===== src/rtl/instr_fetch_unit.sv =====
// Fetch front end: writable instruction memory, program counter and run/halt sequencer.
// Drives one registered instruction (or a NOP bubble) per clock into the datapath core.
module instr_fetch_unit #(
   parameter int              IW        = 19,
   parameter int              AW        = 6,
   parameter logic [3:0]      HALT_OP   = 4'hF,
   parameter logic [IW-1:0]   NOP_WORD  = '0,
   parameter int              DRAIN_CYC = 3
) (
   input  logic          clk,
   input  logic          rst_n,
   input  logic          load_we,
   input  logic [AW-1:0] load_addr,
   input  logic [IW-1:0] load_data,
   input  logic          start,
   input  logic          stall,
   output logic [IW-1:0] instruccion,
   output logic [AW-1:0] pc,
   output logic          running,
   output logic          done
);

   localparam int CW = (DRAIN_CYC > 1) ? $clog2(DRAIN_CYC) : 1;

   typedef enum logic [1:0] {S_IDLE, S_RUN, S_DRAIN, S_DONE} state_t;

   state_t        r_state, w_state_nxt;
   logic [AW-1:0] r_pc, w_pc_nxt;
   logic [IW-1:0] r_instr, w_instr_nxt;
   logic [CW-1:0] r_drain_cnt, w_drain_cnt_nxt;
   logic [IW-1:0] r_imem [2**AW];

   logic [IW-1:0] w_fetch;
   logic          w_is_halt;
   logic          w_pc_last;
   logic          w_load_ok;

   assign w_fetch   = r_imem[r_pc];
   assign w_is_halt = (w_fetch[IW-1 -: 4] == HALT_OP);
   assign w_pc_last = (r_pc == {AW{1'b1}});
   assign w_load_ok = (r_state == S_IDLE) || (r_state == S_DONE);

   // imem survives reset; loads are locked out while a program is in flight
   always_ff @(posedge clk) begin
      if (load_we && w_load_ok)
         r_imem[load_addr] <= load_data;
   end

   always_ff @(posedge clk) begin
      if (!rst_n) begin
         r_state     <= S_IDLE;
         r_pc        <= '0;
         r_instr     <= NOP_WORD;
         r_drain_cnt <= '0;
      end else begin
         r_state     <= w_state_nxt;
         r_pc        <= w_pc_nxt;
         r_instr     <= w_instr_nxt;
         r_drain_cnt <= w_drain_cnt_nxt;
      end
   end

   always_comb begin
      w_state_nxt     = r_state;
      w_pc_nxt        = r_pc;
      w_instr_nxt     = NOP_WORD;
      w_drain_cnt_nxt = r_drain_cnt;
      case (r_state)
         S_IDLE, S_DONE: begin
            if (start) begin
               w_state_nxt = S_RUN;
               w_pc_nxt    = '0;
            end
         end
         S_RUN: begin
            // stall takes priority, so a HALT under stall is only seen once stall drops
            if (!stall) begin
               if (w_is_halt) begin
                  w_state_nxt     = S_DRAIN;
                  w_drain_cnt_nxt = CW'(DRAIN_CYC - 1);
               end else begin
                  w_instr_nxt = w_fetch;
                  w_pc_nxt    = r_pc + AW'(1);
                  if (w_pc_last) begin
                     w_state_nxt     = S_DRAIN;
                     w_drain_cnt_nxt = CW'(DRAIN_CYC - 1);
                  end
               end
            end
         end
         S_DRAIN: begin
            if (r_drain_cnt == '0)
               w_state_nxt = S_DONE;
            else
               w_drain_cnt_nxt = r_drain_cnt - CW'(1);
         end
         default: w_state_nxt = S_IDLE;
      endcase
   end

   assign instruccion = r_instr;
   assign pc          = r_pc;
   assign running     = (r_state == S_RUN) || (r_state == S_DRAIN);
   assign done        = (r_state == S_DONE);

endmodule


===== config.mk =====
export PLATFORM = sky130hd
export DESIGN_NAME = instr_fetch_unit
export DESIGN_NICKNAME = d
export VERILOG_FILES = /design/src/rtl/instr_fetch_unit.sv
export SDC_FILE = /design/constraint.sdc
export NUM_CORES = 1
export LEC_CHECK = 0
export CAP_MARGIN = 10
export CORE_ASPECT_RATIO = 0.5
export CORE_MARGIN = 2
export CORE_UTILIZATION = 45
export DETAILED_ROUTE_END_ITERATION = 10
export PLACE_DENSITY_LB_ADDON = 0.2
export SLEW_MARGIN = 30
export SYNTH_ARGS = -nofsm -noshare
export SYNTH_HDL_FRONTEND = slang
export SYNTH_SLANG_ARGS = --single-unit
export TNS_END_PERCENT = 30

===== constraint.sdc =====
create_clock -name clk -period 4 [get_ports clk]
set_clock_uncertainty 0.1 [all_clocks]
set_input_delay 1.2 -clock clk [delete_from_list [all_inputs] [get_ports clk]]
set_output_delay 1.2 -clock clk [all_outputs]
set_load 0.1 [all_outputs]

==> After elaboration in Yosys (flattened, before gate mapping) <==
Memories as Yosys holds them, arrays and structs flattened. A register that Yosys moved wholly into a read port is not among the register bits.
Index checks and enable logic that the tools add are counted.
{ "op_classes": {"n_reduce_logical": 12, "eq_ne": 11, "div": 0, "order_cmp": 0, "n_mux": 16, "mul": 0, "shift": 0, "addsub": 2, "n_bitwise": 2} }
{ "op_table": {"columns": ["operator", "count"], "rows": [
  ["2-to-1 mux 6 bit", 5],
  ["2-to-1 mux 2 bit", 6],
  ["one-hot mux 6 bit (2 select lines)", 1],
  ["AND reduction 4 bit", 3],
  ["inequality test 2 bit, second input constant", 5],
  ["adder 6 x 1 -> 6 bit, second input constant", 1],
  ["equality test 6 bit, second input constant", 1],
  ["one-hot mux 2 bit (3 select lines)", 1],
  ["equality test 2 bit, second input constant", 2],
  ["equality test 4 bit, second input constant", 1],
  ["zero test 2 bit", 2],
  ["one-hot mux 2 bit (2 select lines)", 1],
  ["nonzero test 2 bit", 2],
  ["OR reduction 4 bit", 1],
  ["inequality test 3 bit, second input constant", 1],
  ["equality test 2 x 1 -> 1 bit, second input constant", 1],
  ["logical OR 1 bit", 2],
  ["2-to-1 mux 1 bit", 2],
  ["inverter 1 bit", 2],
  ["OR reduction 2 bit", 1],
  ["subtractor 2 x 1 -> 2 bit, second input constant", 1],
  ["logical AND 1 bit", 1]
]} }
{ "word_totals": {"mem_bits_rw": 1216, "ff_bits": 29, "elab_cells": 48, "n_memories": 1, "latchBits": 0, "output_inout_bits": 27, "romBits": 0, "in_bits": 30} }
{ "mem_list": {"columns": ["name", "words", "width", "read_ports", "rd_ports_with_merged_regs", "wr", "line_no", "rtl"], "rows": [
  ["r_imem", 64, 19, 1, 1, 1, "31", "logic [IW-1:0] r_imem [2**AW];"]
]} }

==> Logic depth before layout (Yosys ltp) <==
Gate-level depths: netlist (run 1).
{ "depth": {"depth_word": 6, "ltp_mapped": 12, "ltp_nobuf": 8} }

==> Least setup slack after synthesis (run 1) <==
OpenSTA, ideal clock, no wires.
{ "synth_path": {"path_type": "input port to flip-flop", "from": "in load_addr[3]", "to": "mem r_imem[49][0] (enable)", "cell_stages": 5, "arrival_time_ns": 3.241, "path_buffers": 1, "path_slack_ns": 0.240, "cell_sequence": "clkbuf_1 -> nor2b_1 -> nand4_1 -> or2_2 -> nor3_1"} }
{ "synth_lines": {"columns": ["item", "line_no", "rtl"], "rows": [
  ["start: declaration", "13", "input logic [AW-1:0] load_addr,"],
  ["end: declaration", "31", null]
]} }
No word-level cell before the write port.

==> run metrics, run 1 <==
status=complete, no violations; commonest non-fill, non-tap cell in the layout=edfxtp_1; Overflow after GRT=0; DIE WIDTH=465 um; post-DP HPWL=70000 um; power per cell area=approximately 530 nW/um2; Async SR Flop Fraction=0; Final period util=0.931; All-Layer GR Usage=0.218; Layout Utilization=0.523; f_max=269 MHz; Worst Path Max Fanout=30; R2R depth=9; peak supply drop=0.297 mV; Syn-to-layout area delta=15.1%; post-route ant nets=0; Clk Latency, worst-skew pair=roughly 0.70 ns; Hold EP=r_drain_cnt[1]; flop2flop setup slack=~0.28 ns; most frequent cells in the layout=edfxtp_1, mux4_2, buf_4; synthesized area=47800 um2; drt via density=5.96; Die Area=109000 um2; slowest CP cell=dfxtp_4; starting density of the core=0.455; Setup TNS=0 ns; clock-pin slew on the worst setup and hold paths=about 0.070 ns; average wire per standard cell=31.7 um; main flop type after synthesis=edfxtp_1; RSZ-0062 raised after global routing=false; syn nets=approximately 2000; Slew Viols, Final=0; library cells used by synthesis=49; CTS tree=built; worst hold path startpoint=r_drain_cnt[1]; Layout Nets=2223; Final setup viols=0; die height=235 um; CTS Sinks=1251; Static Leak=16.6 nW; Setup crit start kind=flip-flop; MaxCap Viol Count=0; CTS buffer count=111; Critical Path End Type=flip-flop; Cells on Worst Hold Path=2; Core Region=105000 um2; syn_area_per_cell=approximately 24 um2; DRC=0; drt pass-1 iters=5; crit-path max cell delay=0.71 ns; initial antenna violation count=9; row cnt=84; post-cts hold buffer count=0; fraction of layout cells with a size suffix above 1=0.358; final hold viol count=0; WL final=118000 um; PortBufs=between 50 and 60; post-synthesis sequential area ratio=0.778; first-pass GRT wire length=166000 um; Top cell by count, worst path=buf_4; Hold Path Class=flip-flop to flip-flop; Worst EP required=4.51 ns; Period minus WS final=3.72 ns; Yosys warning count=0; Mapped Cells=1976; number of global-route vias before repair=approximately 22000; Post-CTS Setup Inserts=0; DRT iter0 DRCs=about 2700; clock tree buffer depth=3; Worst-Margin Slew=0.917 ns; kind of critical path=flip-flop to flip-flop; crit path DAT=between 4 and 5 ns; # IOs=57; worst rel slew slack=0.389; Post-synth EDFFs=1216; # H-tree levels=3; via count=22100; largest net degree at the start of global routing=65; critical path cell sequence=buf_4 -> inv_1 -> a31oi_1 -> a32oi_2 -> buf_4 -> nor4_1 -> buf_4 -> mux2_2 -> a21oi_1; synthesized flop and latch total=1251; # resized after CTS=0; Final Wtd Congestion=around 0.8; clock root buffer=clkbuf_16; Fill cells=~8000
flip-flops by register name, indices dropped and copies added (netlist names), named ones only:
name	count
r_imem	1216
instruccion	19
pc	6
r_drain_cnt	2
r_state	2
worst max-delay path by stage:
stage | endpoint | slack [ns]
finish | flip-flop | 0.28
global placement | flip-flop | 0.30
detailed placement | flip-flop | 0.36
global route | flip-flop | 0.15
floorplan | r_imem[49][0] | 0.24
CTS | flip-flop | 0.31
area by class of cell:
type                    instances  area, um2  area share
flip-flops and latches       1251      37200       0.676
multi-input cells             613      10200       0.186
clock buffers                 136       2950      0.0537
repair buffers                201       2140      0.0390
well taps                    1419       1780      0.0323
clock inverters                74        676      0.0123
inverters                       9       33.8    0.000614
diodes                          4       10.0    0.000182
metrics by stage:
| step | area (um2) | hold WS (ns) | std cells | power [mW] | worst slack [ns] |
|---|---|---|---|---|---|
| 2_1_floorplan | 47800 | 0.335 | 1976 | 17.3 | 0.240 |
| 3_3_place_gp | 51400 | 0.345 | 3493 | 18.5 | 0.305 |
| 3_5_place_dp | 51400 | 0.356 | 3493 | 18.5 | 0.360 |
| 4_1_cts | 55000 | 0.366 | 3703 | 29.1 | 0.315 |
| 5_1_grt | 55000 | 0.392 | 3703 | 29.8 | 0.147 |
| 6_report | 55000 | 0.362 | 3707 | 28.9 | 0.276 |
cells in the mapped netlist, types with 2 or more instances:
cell | n | area (um2)
nor3_1 | 4 | 20.0
o21a_1 | 2 | 15.0
nor2_1 | 72 | 270
nand2b_1 | 7 | 43.8
edfxtp_1 | 1216 | 36500
nand2_1 | 17 | 63.8
a21oi_1 | 8 | 40.0
nor2b_4 | 6 | 82.6
clkbuf_1 | 57 | 214
nor3b_1 | 2 | 15.0
nand3b_1 | 6 | 45.0
mux2i_1 | 9 | 90.1
or2_1 | 3 | 18.8
or2_2 | 2 | 12.5
a31oi_1 | 5 | 31.3
ha_1 | 6 | 75.1
buf_6 | 8 | 90.1
and2b_1 | 9 | 67.6
o22ai_1 | 16 | 100
mux4_1 | 7 | 184
and3_1 | 6 | 37.5
nand3_1 | 11 | 55.1
a32oi_1 | 2 | 17.5
a41o_1 | 2 | 20.0
a32oi_2 | 2 | 32.5
buf_1 | 5 | 18.8
o21ai_0 | 6 | 30.0
or3_1 | 2 | 12.5
buf_4 | 4 | 30.0
dfxtp_1 | 35 | 701
mux4_2 | 376 | 8470
o21bai_1 | 8 | 60.1
inv_1 | 9 | 33.8
a211oi_1 | 4 | 30.0
nor2b_1 | 3 | 18.8
buf_2 | 26 | 130
cell families after synthesis:
logic type | count (synthesis) | share of synthesized area
and+or+nand+nor | 156 | 0.0172
adders and majority gates | 6 | 0.00157
DFF | 1251 | 0.778
AOI/OAI and AO/OA | 58 | 0.00837
buffers and inverters | 112 | 0.0117
muxes | 393 | 0.183
power by group:
group	total (mW)	switching (mW)	internal (mW)	leakage, nW
logic	3.61	1.96	1.65	3.62
registers	14.6	0.0622	14.5	11.2
clock network	10.7	4.71	6.03	1.79
total	28.9	6.74	22.2	16.6
routing by layer:
metal	part of all wire	routed length, um	track usage
met5	0	0	0
met4	0.017	1960	0.0494
met3	0.093	10900	0.0581
met2	0.46	53900	0.329
met1	0.43	50700	0.322
worst max-delay path, delay by kind of cell (launching register included):
family	cells	cell delay (ns)
DFF	1	0.71
buffers and inverters	4	1.00
AOI/OAI and AO/OA	3	0.79
and+or+nand+nor	1	0.65
muxes	1	0.32
No activity file was read; power rests on OpenSTA's default activity.
==> run 2: changes to the inputs <==
TNS_END_PERCENT = 1   (was 30)
==> results of run 2 <==
The final DEF is identical to that of run 1; final timing and power are the same.
